File: config.mk
export PLATFORM = sky130hd
export DESIGN_NAME = machine_timer
export DESIGN_NICKNAME = d
export VERILOG_FILES = /design/src/rtl/machine_timer_pkg.sv /design/src/rtl/mtime_counter.sv /design/src/rtl/machine_timer.sv
export SDC_FILE = /design/constraint.sdc
export NUM_CORES = 1
export LEC_CHECK = 0
export CAP_MARGIN = 25
export CORE_MARGIN = 10
export CORE_UTILIZATION = 54
export CTS_BUF_LIST = sky130_fd_sc_hd__clkbuf_4 sky130_fd_sc_hd__clkbuf_8
export CTS_CLUSTER_SIZE = 12
export DETAILED_ROUTE_END_ITERATION = 7
export PLACE_DENSITY = 0.74
export SKIP_LAST_GASP = 1
export SLEW_MARGIN = 30
export SYNTH_ARGS = -nofsm -noshare
export SYNTH_HDL_FRONTEND = slang
export SYNTH_SLANG_ARGS = --single-unit
File: constraint.sdc
create_clock -name clk -period 5.2 [get_ports clk]
set_clock_uncertainty 0.15 [all_clocks]
set_input_delay 1.56 -clock clk [delete_from_list [all_inputs] [get_ports clk]]
set_output_delay 1.56 -clock clk [all_outputs]
set_load 0.03 [all_outputs]
File: src/rtl/machine_timer_pkg.sv
// Shared register map, CTRL bit index and reset default for the machine timer.
package machine_timer_pkg;

  localparam logic [4:0] OffMtimeLo    = 5'h00;
  localparam logic [4:0] OffMtimeHi    = 5'h04;
  localparam logic [4:0] OffMtimecmpLo = 5'h08;
  localparam logic [4:0] OffMtimecmpHi = 5'h0C;
  localparam logic [4:0] OffCtrl       = 5'h10;
  localparam logic [4:0] OffPrescale   = 5'h14;

  localparam int unsigned CtrlEnBit = 0;

  localparam logic [63:0] MtimecmpRst = 64'hFFFF_FFFF_FFFF_FFFF;

  // Byte offsets are word aligned; the low two address bits never select anything.
  function automatic logic [4:0] word_align(input logic [4:0] addr);
    return {addr[4:2], 2'b00};
  endfunction

endpackage

File: src/rtl/mtime_counter.sv
// 64-bit mtime counter with per-word write and optional prescaler
// (prescaler present only when MACHINE_TIMER_PRESCALE_EN is defined).
module mtime_counter
`ifdef MACHINE_TIMER_PRESCALE_EN
#(
  parameter int unsigned PrescaleW = 16
)
`endif
(
  input  logic                 clk_i,
  input  logic                 rst_ni,
  input  logic                 en_i,
  input  logic                 wr_lo_i,
  input  logic                 wr_hi_i,
  input  logic [31:0]          wdata_i,
`ifdef MACHINE_TIMER_PRESCALE_EN
  input  logic                 prescale_wr_i,
  input  logic [PrescaleW-1:0] prescale_i,
`endif
  output logic [63:0]          mtime_o
);

  logic        tick;
  logic        inc;
  logic [31:0] lo_q, lo_d;
  logic [31:0] hi_q, hi_d;

`ifdef MACHINE_TIMER_PRESCALE_EN
  logic [PrescaleW-1:0] pcnt_q, pcnt_d;

  always_comb begin
    pcnt_d = pcnt_q;
    tick   = 1'b0;
    if (prescale_wr_i) begin
      pcnt_d = '0;
    end else if (en_i) begin
      if (pcnt_q == prescale_i) begin
        tick   = 1'b1;
        pcnt_d = '0;
      end else begin
        pcnt_d = pcnt_q + 1'b1;
      end
    end
  end

  always_ff @(posedge clk_i or negedge rst_ni) begin
    if (!rst_ni) pcnt_q <= '0;
    else         pcnt_q <= pcnt_d;
  end
`else
  assign tick = en_i;
`endif

  // Any word write freezes the whole counter for that cycle, so no carry crosses words.
  assign inc = tick & ~wr_lo_i & ~wr_hi_i;

  always_comb begin
    lo_d = lo_q;
    hi_d = hi_q;
    if (wr_lo_i)  lo_d = wdata_i;
    else if (inc) lo_d = lo_q + 32'd1;
    if (wr_hi_i)               hi_d = wdata_i;
    else if (inc && (&lo_q))   hi_d = hi_q + 32'd1;
  end

  always_ff @(posedge clk_i or negedge rst_ni) begin
    if (!rst_ni) begin
      lo_q <= '0;
      hi_q <= '0;
    end else begin
      lo_q <= lo_d;
      hi_q <= hi_d;
    end
  end

  assign mtime_o = {hi_q, lo_q};

endmodule

File: src/rtl/machine_timer.sv
// Memory-mapped RISC-V machine timer: bus decode, LO/HI snapshot and compare interrupt.
// Build option: MACHINE_TIMER_PRESCALE_EN adds a programmable tick prescaler.
module machine_timer
  import machine_timer_pkg::*;
#(
  parameter int unsigned PRESCALE_W = 16,
  parameter logic [63:0] CMP_RST    = MtimecmpRst
) (
  input  logic        clk,
  input  logic        rst,
  input  logic        req,
  input  logic        we,
  input  logic [4:0]  addr,
  input  logic [31:0] wdata,
  output logic        ack,
  output logic [31:0] rdata,
  output logic        timer_interrupt
);

  logic [4:0]  off;
  logic        rd_req, wr_req;
  logic        wr_lo, wr_hi;
  logic [63:0] mtime;

  logic        en_q, en_d;
  logic [63:0] cmp_q, cmp_d;
  logic [31:0] shadow_q, shadow_d;
  logic        ack_q;
  logic [31:0] rdata_q, rdata_d;
  logic        irq_q, irq_d;
  logic        unused_addr;

  assign off         = word_align(addr);
  assign rd_req      = req & ~we;
  assign wr_req      = req & we;
  assign wr_lo       = wr_req && (off == OffMtimeLo);
  assign wr_hi       = wr_req && (off == OffMtimeHi);
  assign unused_addr = ^addr[1:0];

`ifdef MACHINE_TIMER_PRESCALE_EN
  logic [PRESCALE_W-1:0] prescale_q, prescale_d;
  logic                  wr_prescale;

  assign wr_prescale = wr_req && (off == OffPrescale);
  assign prescale_d  = wr_prescale ? wdata[PRESCALE_W-1:0] : prescale_q;

  always_ff @(posedge clk or negedge rst) begin
    if (!rst) prescale_q <= '0;
    else      prescale_q <= prescale_d;
  end

  mtime_counter #(
    .PrescaleW (PRESCALE_W)
  ) u_counter (
    .clk_i         (clk),
    .rst_ni        (rst),
    .en_i          (en_q),
    .wr_lo_i       (wr_lo),
    .wr_hi_i       (wr_hi),
    .wdata_i       (wdata),
    .prescale_wr_i (wr_prescale),
    .prescale_i    (prescale_q),
    .mtime_o       (mtime)
  );
`else
  logic [31:0] unused_prescale_w;
  assign unused_prescale_w = 32'(PRESCALE_W);

  mtime_counter u_counter (
    .clk_i   (clk),
    .rst_ni  (rst),
    .en_i    (en_q),
    .wr_lo_i (wr_lo),
    .wr_hi_i (wr_hi),
    .wdata_i (wdata),
    .mtime_o (mtime)
  );
`endif

  always_comb begin
    rdata_d  = '0;
    shadow_d = shadow_q;
    if (rd_req) begin
      case (off)
        OffMtimeLo: begin
          rdata_d  = mtime[31:0];
          shadow_d = mtime[63:32];
        end
        OffMtimeHi:    rdata_d = shadow_q;
        OffMtimecmpLo: rdata_d = cmp_q[31:0];
        OffMtimecmpHi: rdata_d = cmp_q[63:32];
        OffCtrl:       rdata_d[CtrlEnBit] = en_q;
`ifdef MACHINE_TIMER_PRESCALE_EN
        OffPrescale:   rdata_d[PRESCALE_W-1:0] = prescale_q;
`endif
        default:       rdata_d = '0;
      endcase
    end
  end

  always_comb begin
    en_d  = en_q;
    cmp_d = cmp_q;
    if (wr_req) begin
      case (off)
        OffMtimecmpLo: cmp_d[31:0]  = wdata;
        OffMtimecmpHi: cmp_d[63:32] = wdata;
        OffCtrl:       en_d         = wdata[CtrlEnBit];
        default:       ;
      endcase
    end
  end

  assign irq_d = en_q && (mtime >= cmp_q);

  always_ff @(posedge clk or negedge rst) begin
    if (!rst) begin
      en_q     <= 1'b0;
      cmp_q    <= CMP_RST;
      shadow_q <= '0;
      ack_q    <= 1'b0;
      rdata_q  <= '0;
      irq_q    <= 1'b0;
    end else begin
      en_q     <= en_d;
      cmp_q    <= cmp_d;
      shadow_q <= shadow_d;
      ack_q    <= req;
      rdata_q  <= rdata_d;
      irq_q    <= irq_d;
    end
  end

  assign ack             = ack_q;
  assign rdata           = rdata_q;
  assign timer_interrupt = irq_q;

endmodule

Word-level counts from Yosys, hierarchy flattened

Index checks and enable logic that the tools add are counted.

$add $sub $neg: 2
Order comparisons: 1
Eq/ne operators: 4
Mux-type cells: 7
Bitwise gates (word level): 7
Reduce and logical (&&, ||, !) cells: 12

Operators with widths:

| operator                                            | number |
|---|---|
| 2-to-1 mux 32 bit                                   | 5 |
| case mux 31 bit (4 select lines)                    | 1 |
| adder 32 x 1 -> 32 bit, second input constant       | 2 |
| greater-or-equal comparator 64 bit                  | 1 |
| AND reduction 32 bit                                | 1 |
| AND reduction 2 bit                                 | 4 |
| equality test 3 x 2 -> 1 bit, second input constant | 2 |
| zero test 5 bit                                     | 1 |
| case mux 1 bit (5 select lines)                     | 1 |
| AND 1 bit                                           | 4 |
| logical AND 1 bit                                   | 4 |
| nonzero test 2 bit                                  | 2 |
| equality test 3 x 1 -> 1 bit, second input constant | 1 |
| equality test 3 bit, second input constant          | 1 |
| NOT 1 bit                                           | 3 |

Bits in registers: 195
Bits of input ports: 41
Word-level logic and storage cells: 42

Longest topological paths before layout

Word-level depth: 8
Gate-level depth with buffers: 9
Depth with buffers taken out: 8

Hierarchy

From an unflattened synthesis, not the netlist that was laid out.

Cell total of the unflattened synthesis: 1130
Area, all modules: 10935.5 sq um

By module, submodules not included:

| module        | times used | cells each | area each (sq um) |
|---|---|---|---|
| machine_timer | 1          | 669        | 6936.7 |
| mtime_counter | 1          | 461        | 3998.8 |

Worst setup path before layout

No wires, ideal clock.

Path type: input to register
From: in addr[3]
To: reg u_counter.hi_q[30]
Setup time: 0.124 ns
Data arrival time: 3.161 ns
Path slack: 1.765 ns
Stages: 8
Path buffers: 2
Path through: buf_2 > or3b_1 > o21ai_4 > or3_1 > buf_4 > nor2_8 > and4b_1 > a211o_1

Word-level cells in the longest chain between the ends: 7

RTL lines:

| what                                | line                | text |
|---|---|---|
| start: declaration                  | machine_timer.sv:13 | `input logic [4:0] addr,` |
| zero test 5 bit                     | machine_timer.sv:36 | `assign wr_lo = wr_req && (off == OffMtimeLo);` |
| logical AND 1 bit                   | machine_timer.sv:36 |  |
| NOT 1 bit                           | mtime_counter.sv:55 | `assign inc = tick & ~wr_lo_i & ~wr_hi_i;` |
| AND 1 bit (2 in series)             | mtime_counter.sv:55 |  |
| logical AND 1 bit                   | mtime_counter.sv:63 | `else if (inc && (&lo_q)) hi_d = hi_q + 32'd1;` |
| nonzero test 2 bit (no source line) | -                   |  |
| end signal: assignment              | mtime_counter.sv:72 | `hi_q <= hi_d;` |
| end: declaration                    | mtime_counter.sv:26 | `logic [31:0] hi_q, hi_d;` |

Several ways; a longest one is shown, not always the timed one.
A chain may end at the register's enable or synchronous reset.

Worst setup path after layout

From: in addr[3]
To: reg u_counter.hi_q[10]

Same word-level chain as after synthesis.

==> report_table.html <==
<table>
<tr><th>Metric</th><th>Value</th></tr>
<tr><th colspan="2">Clocking</th></tr>
<tr><td>Root Buffer</td><td>sky130_fd_sc_hd__clkbuf_8</td></tr>
<tr><td>CTS sink count</td><td>195</td></tr>
<tr><td>Clock latency of the later-clocked register in the worst-skew pair</td><td>0.48 ns</td></tr>
<tr><td># resized after CTS</td><td>0</td></tr>
<tr><td>Cts bufs inserted</td><td>17</td></tr>
<tr><td>Clock tree buffer depth</td><td>2</td></tr>
<tr><td>Post-CTS Setup Inserts</td><td>0</td></tr>
<tr><td>Post-cts hold buffer count</td><td>0</td></tr>
<tr><td>TritonCTS clock tree</td><td>done</td></tr>
<tr><td>H-tree level count</td><td>4</td></tr>
<tr><td>Clock edge transition at the registers on the reported setup and hold paths</td><td>roughly 0.10 ns</td></tr>
<tr><th colspan="2">Cells and area</th></tr>
<tr><td>ANT cells</td><td>0</td></tr>
<tr><td>Final nets</td><td>approximately 1300</td></tr>
<tr><td>Filler Cells Inserted</td><td>between 1500 and 2000</td></tr>
<tr><td>Area growth, synth to finish</td><td>13.7%</td></tr>
<tr><td>Multi-input combinational cell area</td><td>0.00502 mm^2</td></tr>
<tr><td>Commonest non-fill, non-tap cells in the layout</td><td>sky130_fd_sc_hd__nand2_1 (148), sky130_fd_sc_hd__dfrtp_1 (131), sky130_fd_sc_hd__o21ai_0 (117)</td></tr>
<tr><td>Most common library cell in the layout ignoring fill and taps</td><td>sky130_fd_sc_hd__nand2_1</td></tr>
<tr><td>Proportion of layout cells with a drive suffix above 1</td><td>0.126</td></tr>
<tr><td>Sequential cell area</td><td>0.00496 mm^2</td></tr>
<tr><th colspan="2">Timing</th></tr>
<tr><td>Post-route worst setup slack</td><td>1.20 ns</td></tr>
<tr><td>Slew of the pin with the lowest slew margin</td><td>approximately 0.80 ns</td></tr>
<tr><td>Final Slew Violations</td><td>0</td></tr>
<tr><td>Final setup violating endpoints</td><td>0</td></tr>
<tr><td>Fin. Hold Viols</td><td>0</td></tr>
<tr><td>Period utilisation layout</td><td>0.768</td></tr>
<tr><td>Sum of negative setup slack</td><td>0 ns</td></tr>
<tr><td>Rel. slew slack</td><td>0.466</td></tr>
<tr><td>RSZ-0062 raised after global routing</td><td>no</td></tr>
<tr><td>Max Fclk</td><td>250 MHz</td></tr>
<tr><td>Minimum clock period</td><td>4.00 ns</td></tr>
<tr><th colspan="2">Synth</th></tr>
<tr><td>Post-synthesis cell type count</td><td>59</td></tr>
<tr><td>Top FF cell, synth</td><td>sky130_fd_sc_hd__dfrtp_1</td></tr>
<tr><td>Share of the synthesized area in the top cell type</td><td>0.311</td></tr>
<tr><td>Area of the mapped netlist</td><td>about 0.011 mm^2</td></tr>
<tr><td>Yosys top cell by area</td><td>sky130_fd_sc_hd__dfrtp_1</td></tr>
<tr><td>Syn Nets</td><td>1246</td></tr>
<tr><td>EDFF count, synth</td><td>0</td></tr>
<tr><td>Largest cells by area after synthesis</td><td>sky130_fd_sc_hd__dfrtp_1 (31%), sky130_fd_sc_hd__dfstp_2 (16%), sky130_fd_sc_hd__ha_1 (7.8%)</td></tr>
<tr><td>Count of warnings emitted by yosys</td><td>0</td></tr>
<tr><td>Synthesized area per cell</td><td>9.26 um^2</td></tr>
<tr><td>Sequential share of the synthesized area</td><td>0.470</td></tr>
<tr><td>Register bit count reported by yosys</td><td>195</td></tr>
<tr><td>Share of flip-flops with an asynchronous set or reset</td><td>1.00</td></tr>
<tr><td>Cell count after synthesis</td><td>between 1000 and 1500</td></tr>
<tr><th colspan="2">Run status</th></tr>
<tr><td>Result of the run</td><td>finished clean</td></tr>
<tr><th colspan="2">Power</th></tr>
<tr><td>Portion of total power attributed to the clock network</td><td>0.238</td></tr>
<tr><td>Portion of total power attributed to combinational logic</td><td>0.265</td></tr>
<tr><td>Share of power burned in registers</td><td>0.497</td></tr>
<tr><td>Int Pwr</td><td>2990 uW</td></tr>
<tr><td>Pwr/cell area</td><td>383 mW/mm^2</td></tr>
<tr><td>Worst IR drop on VDD</td><td>215 uV</td></tr>
<tr><td>Pleak</td><td>0.00508 uW</td></tr>
<tr><td>Switching component of the power</td><td>1590 uW</td></tr>
<tr><td>Proportion of total power due to net switching</td><td>0.347</td></tr>
<tr><th colspan="2">Setup path</th></tr>
<tr><td>Flop2flop setup slack</td><td>2.14 ns</td></tr>
<tr><td>Cell type of the slowest stage on the worst timing path</td><td>sky130_fd_sc_hd__clkdlybuf4s50_1</td></tr>
<tr><td>Setup crit start kind</td><td>input port</td></tr>
<tr><td>Longest individual stage delay on the worst path</td><td>0.65 ns</td></tr>
<tr><td>Critical path endpoint category</td><td>flip-flop</td></tr>
<tr><td>Largest fanout on the critical path</td><td>17</td></tr>
<tr><td>Arrival @ worst endpoint</td><td>4.25 ns</td></tr>
<tr><td>Critical-path cell list</td><td>clkdlybuf4s50_1 &gt; or3b_1 &gt; o21ai_4 &gt; nor3_2 &gt; nand2_1 &gt; buf_12 &gt; or3_1 &gt; o211ai_1</td></tr>
<tr><td>Required time worst endpoint</td><td>5.46 ns</td></tr>
<tr><td>Classification of the worst setup path</td><td>input port to flip-flop</td></tr>
<tr><th colspan="2">Placement</th></tr>
<tr><td>IO Port Bufs</td><td>72</td></tr>
<tr><td>Total half-perimeter wirelength after legalization and detailed placement</td><td>a little under 20000 um</td></tr>
<tr><td>Worst setup slack before clock tree synthesis</td><td>slightly above 0.7 ns</td></tr>
<tr><td>Global placer's final weighted congestion</td><td>0.889</td></tr>
<tr><th colspan="2">Floorplan</th></tr>
<tr><td>Cell Rows</td><td>51</td></tr>
<tr><td>Core Box Area</td><td>0.0193 mm^2</td></tr>
<tr><td>Starting density of the core</td><td>0.545</td></tr>
<tr><td>Area enclosed by the die boundary</td><td>0.0255 mm^2</td></tr>
<tr><td>Width of the chip</td><td>approximately 160 um</td></tr>
<tr><td>Boundary Pins</td><td>75</td></tr>
<tr><td>Die Span Y</td><td>~160 um</td></tr>
<tr><th colspan="2">Routing</th></tr>
<tr><td>Pre-Repair DR Iteration Count</td><td>6</td></tr>
<tr><td>DRC Markers</td><td>0</td></tr>
<tr><td>Via Count</td><td>a little under 9000</td></tr>
<tr><td>Number of DRC markers after the initial detailed-route iteration</td><td>828</td></tr>
<tr><td>Via/cell ratio</td><td>~6</td></tr>
<tr><td>WL final</td><td>28200 um</td></tr>
<tr><td>Antenna-violating nets left</td><td>0</td></tr>
<tr><td>Final routed wire length divided by cell count</td><td>between 15 and 20 um</td></tr>
<tr><th colspan="2">Global routing</th></tr>
<tr><td>GRT Util Overall</td><td>0.221</td></tr>
<tr><td>Initial antenna violation count</td><td>0</td></tr>
<tr><td>Residual overflow from global routing</td><td>0</td></tr>
<tr><td>Global-route wire length before repair</td><td>46000 um</td></tr>
<tr><td>Maximum number of pins on one net before global-route repair</td><td>91</td></tr>
<tr><td>Number of global-route vias before repair</td><td>8517</td></tr>
<tr><th colspan="2">Hold path</th></tr>
<tr><td>Worst Hold Class</td><td>flip-flop to flip-flop</td></tr>
<tr><th colspan="2">Flow run</th></tr>
<tr><td>Number of max-cap violations</td><td>0</td></tr>
</table>
flip-flops by register name (all words and copies together), names as in the netlist:
name and flops:
u_counter.hi_q 32, timer_interrupt 1, rdata 32, u_counter.lo_q 32
ack 1, shadow_q 32, cmp_q 64, en_q 1
Yosys cell counts (8+ instances only):
cell                       instances
sky130_fd_sc_hd__nand2_1         149
sky130_fd_sc_hd__ha_1             66
sky130_fd_sc_hd__clkbuf_1         49
sky130_fd_sc_hd__xnor2_1          11
sky130_fd_sc_hd__xor2_1           21
sky130_fd_sc_hd__o21ai_0         117
sky130_fd_sc_hd__dfstp_2          64
sky130_fd_sc_hd__a21oi_1         111
sky130_fd_sc_hd__nor3_1            9
sky130_fd_sc_hd__nor4_1           10
sky130_fd_sc_hd__mux2_2           13
sky130_fd_sc_hd__and3_1           13
sky130_fd_sc_hd__inv_1            86
sky130_fd_sc_hd__nand3_1          28
sky130_fd_sc_hd__nor2_1           55
sky130_fd_sc_hd__o211ai_1          8
sky130_fd_sc_hd__dfrtp_1         131
sky130_fd_sc_hd__nand4_1          27
sky130_fd_sc_hd__a22oi_1          66
layout make-up:
cell class	instances	share of cell area
multi-input combinational	798	0.419
sequential	195	0.414
timing repair buffer	93	0.0767
tap	265	0.0277
inverter	86	0.0269
clock buffer	18	0.0207
clock inverter	13	0.0153
metrics by stage:
stage / std cells / power (uW) / instance area, um^2 / hold WS, ns / utilization
floorplan: 1139 / 3050 / 10500 / 0.300 / -
global placement: 1437 / 3440 / 11600 / 0.315 / 0.598
detailed placement: 1437 / 3500 / 11600 / 0.320 / 0.598
CTS: 1468 / 4590 / 12000 / 0.343 / 0.620
global route: 1468 / 4890 / 12000 / 0.368 / 0.620
finish: 1468 / 4590 / 12000 / 0.339 / 0.620
logic make-up after synthesis:
group | count (synthesis) | synth area share
xor gates and xnor gates | 32 | 0.0266
muxes | 15 | 0.0158
and+or+nand+nor | 339 | 0.158
buffers and inverters | 146 | 0.0555
adders and majority gates | 66 | 0.0783
AOI/OAI and AO/OA | 346 | 0.195
DFF | 195 | 0.470
layer usage:
layer | GRT usage | wire (um) | part of all wire | vias up
met5 | 0 | 0 | 0 | -
met1 | 0.293 | 12100 | 0.43 | 4234
met2 | 0.360 | 13700 | 0.49 | 307
met3 | 0.0442 | 1850 | 0.066 | 38
met4 | 0.0619 | 547 | 0.019 | 0
li1 | - | - | - | 4138
final timing paths:
path	from	to	cells after the start
worst max-delay path	addr[3]	u_counter.hi_q[10]	8
worst min-delay path	shadow_q[31]	shadow_q[31]	2
worst max register to register	cmp_q[61]	timer_interrupt	8
worst min register to register	shadow_q[31]	shadow_q[31]	2
max in group asynchronous	rst	cmp_q[44]	2
min in group asynchronous	rst	rdata[25]	1
power by group through the flow:
stage / clock network (uW) / registers (uW) / logic [uW]
2_1_floorplan: 0 / 2210 / 841
3_3_place_gp: 0 / 2280 / 1150
3_5_place_dp: 0 / 2290 / 1200
4_1_cts: 1110 / 2270 / 1210
5_1_grt: 1170 / 2330 / 1400
6_report: 1090 / 2280 / 1210
critical path, delay by kind of cell:
family / cells / cell delay (ns)
buffers and inverters: 2 / 0.92
AND/OR/NAND/NOR: 4 / 1.53
AO/OA/AOI/OAI: 2 / 0.23
No activity file was read; power rests on OpenSTA's default activity.
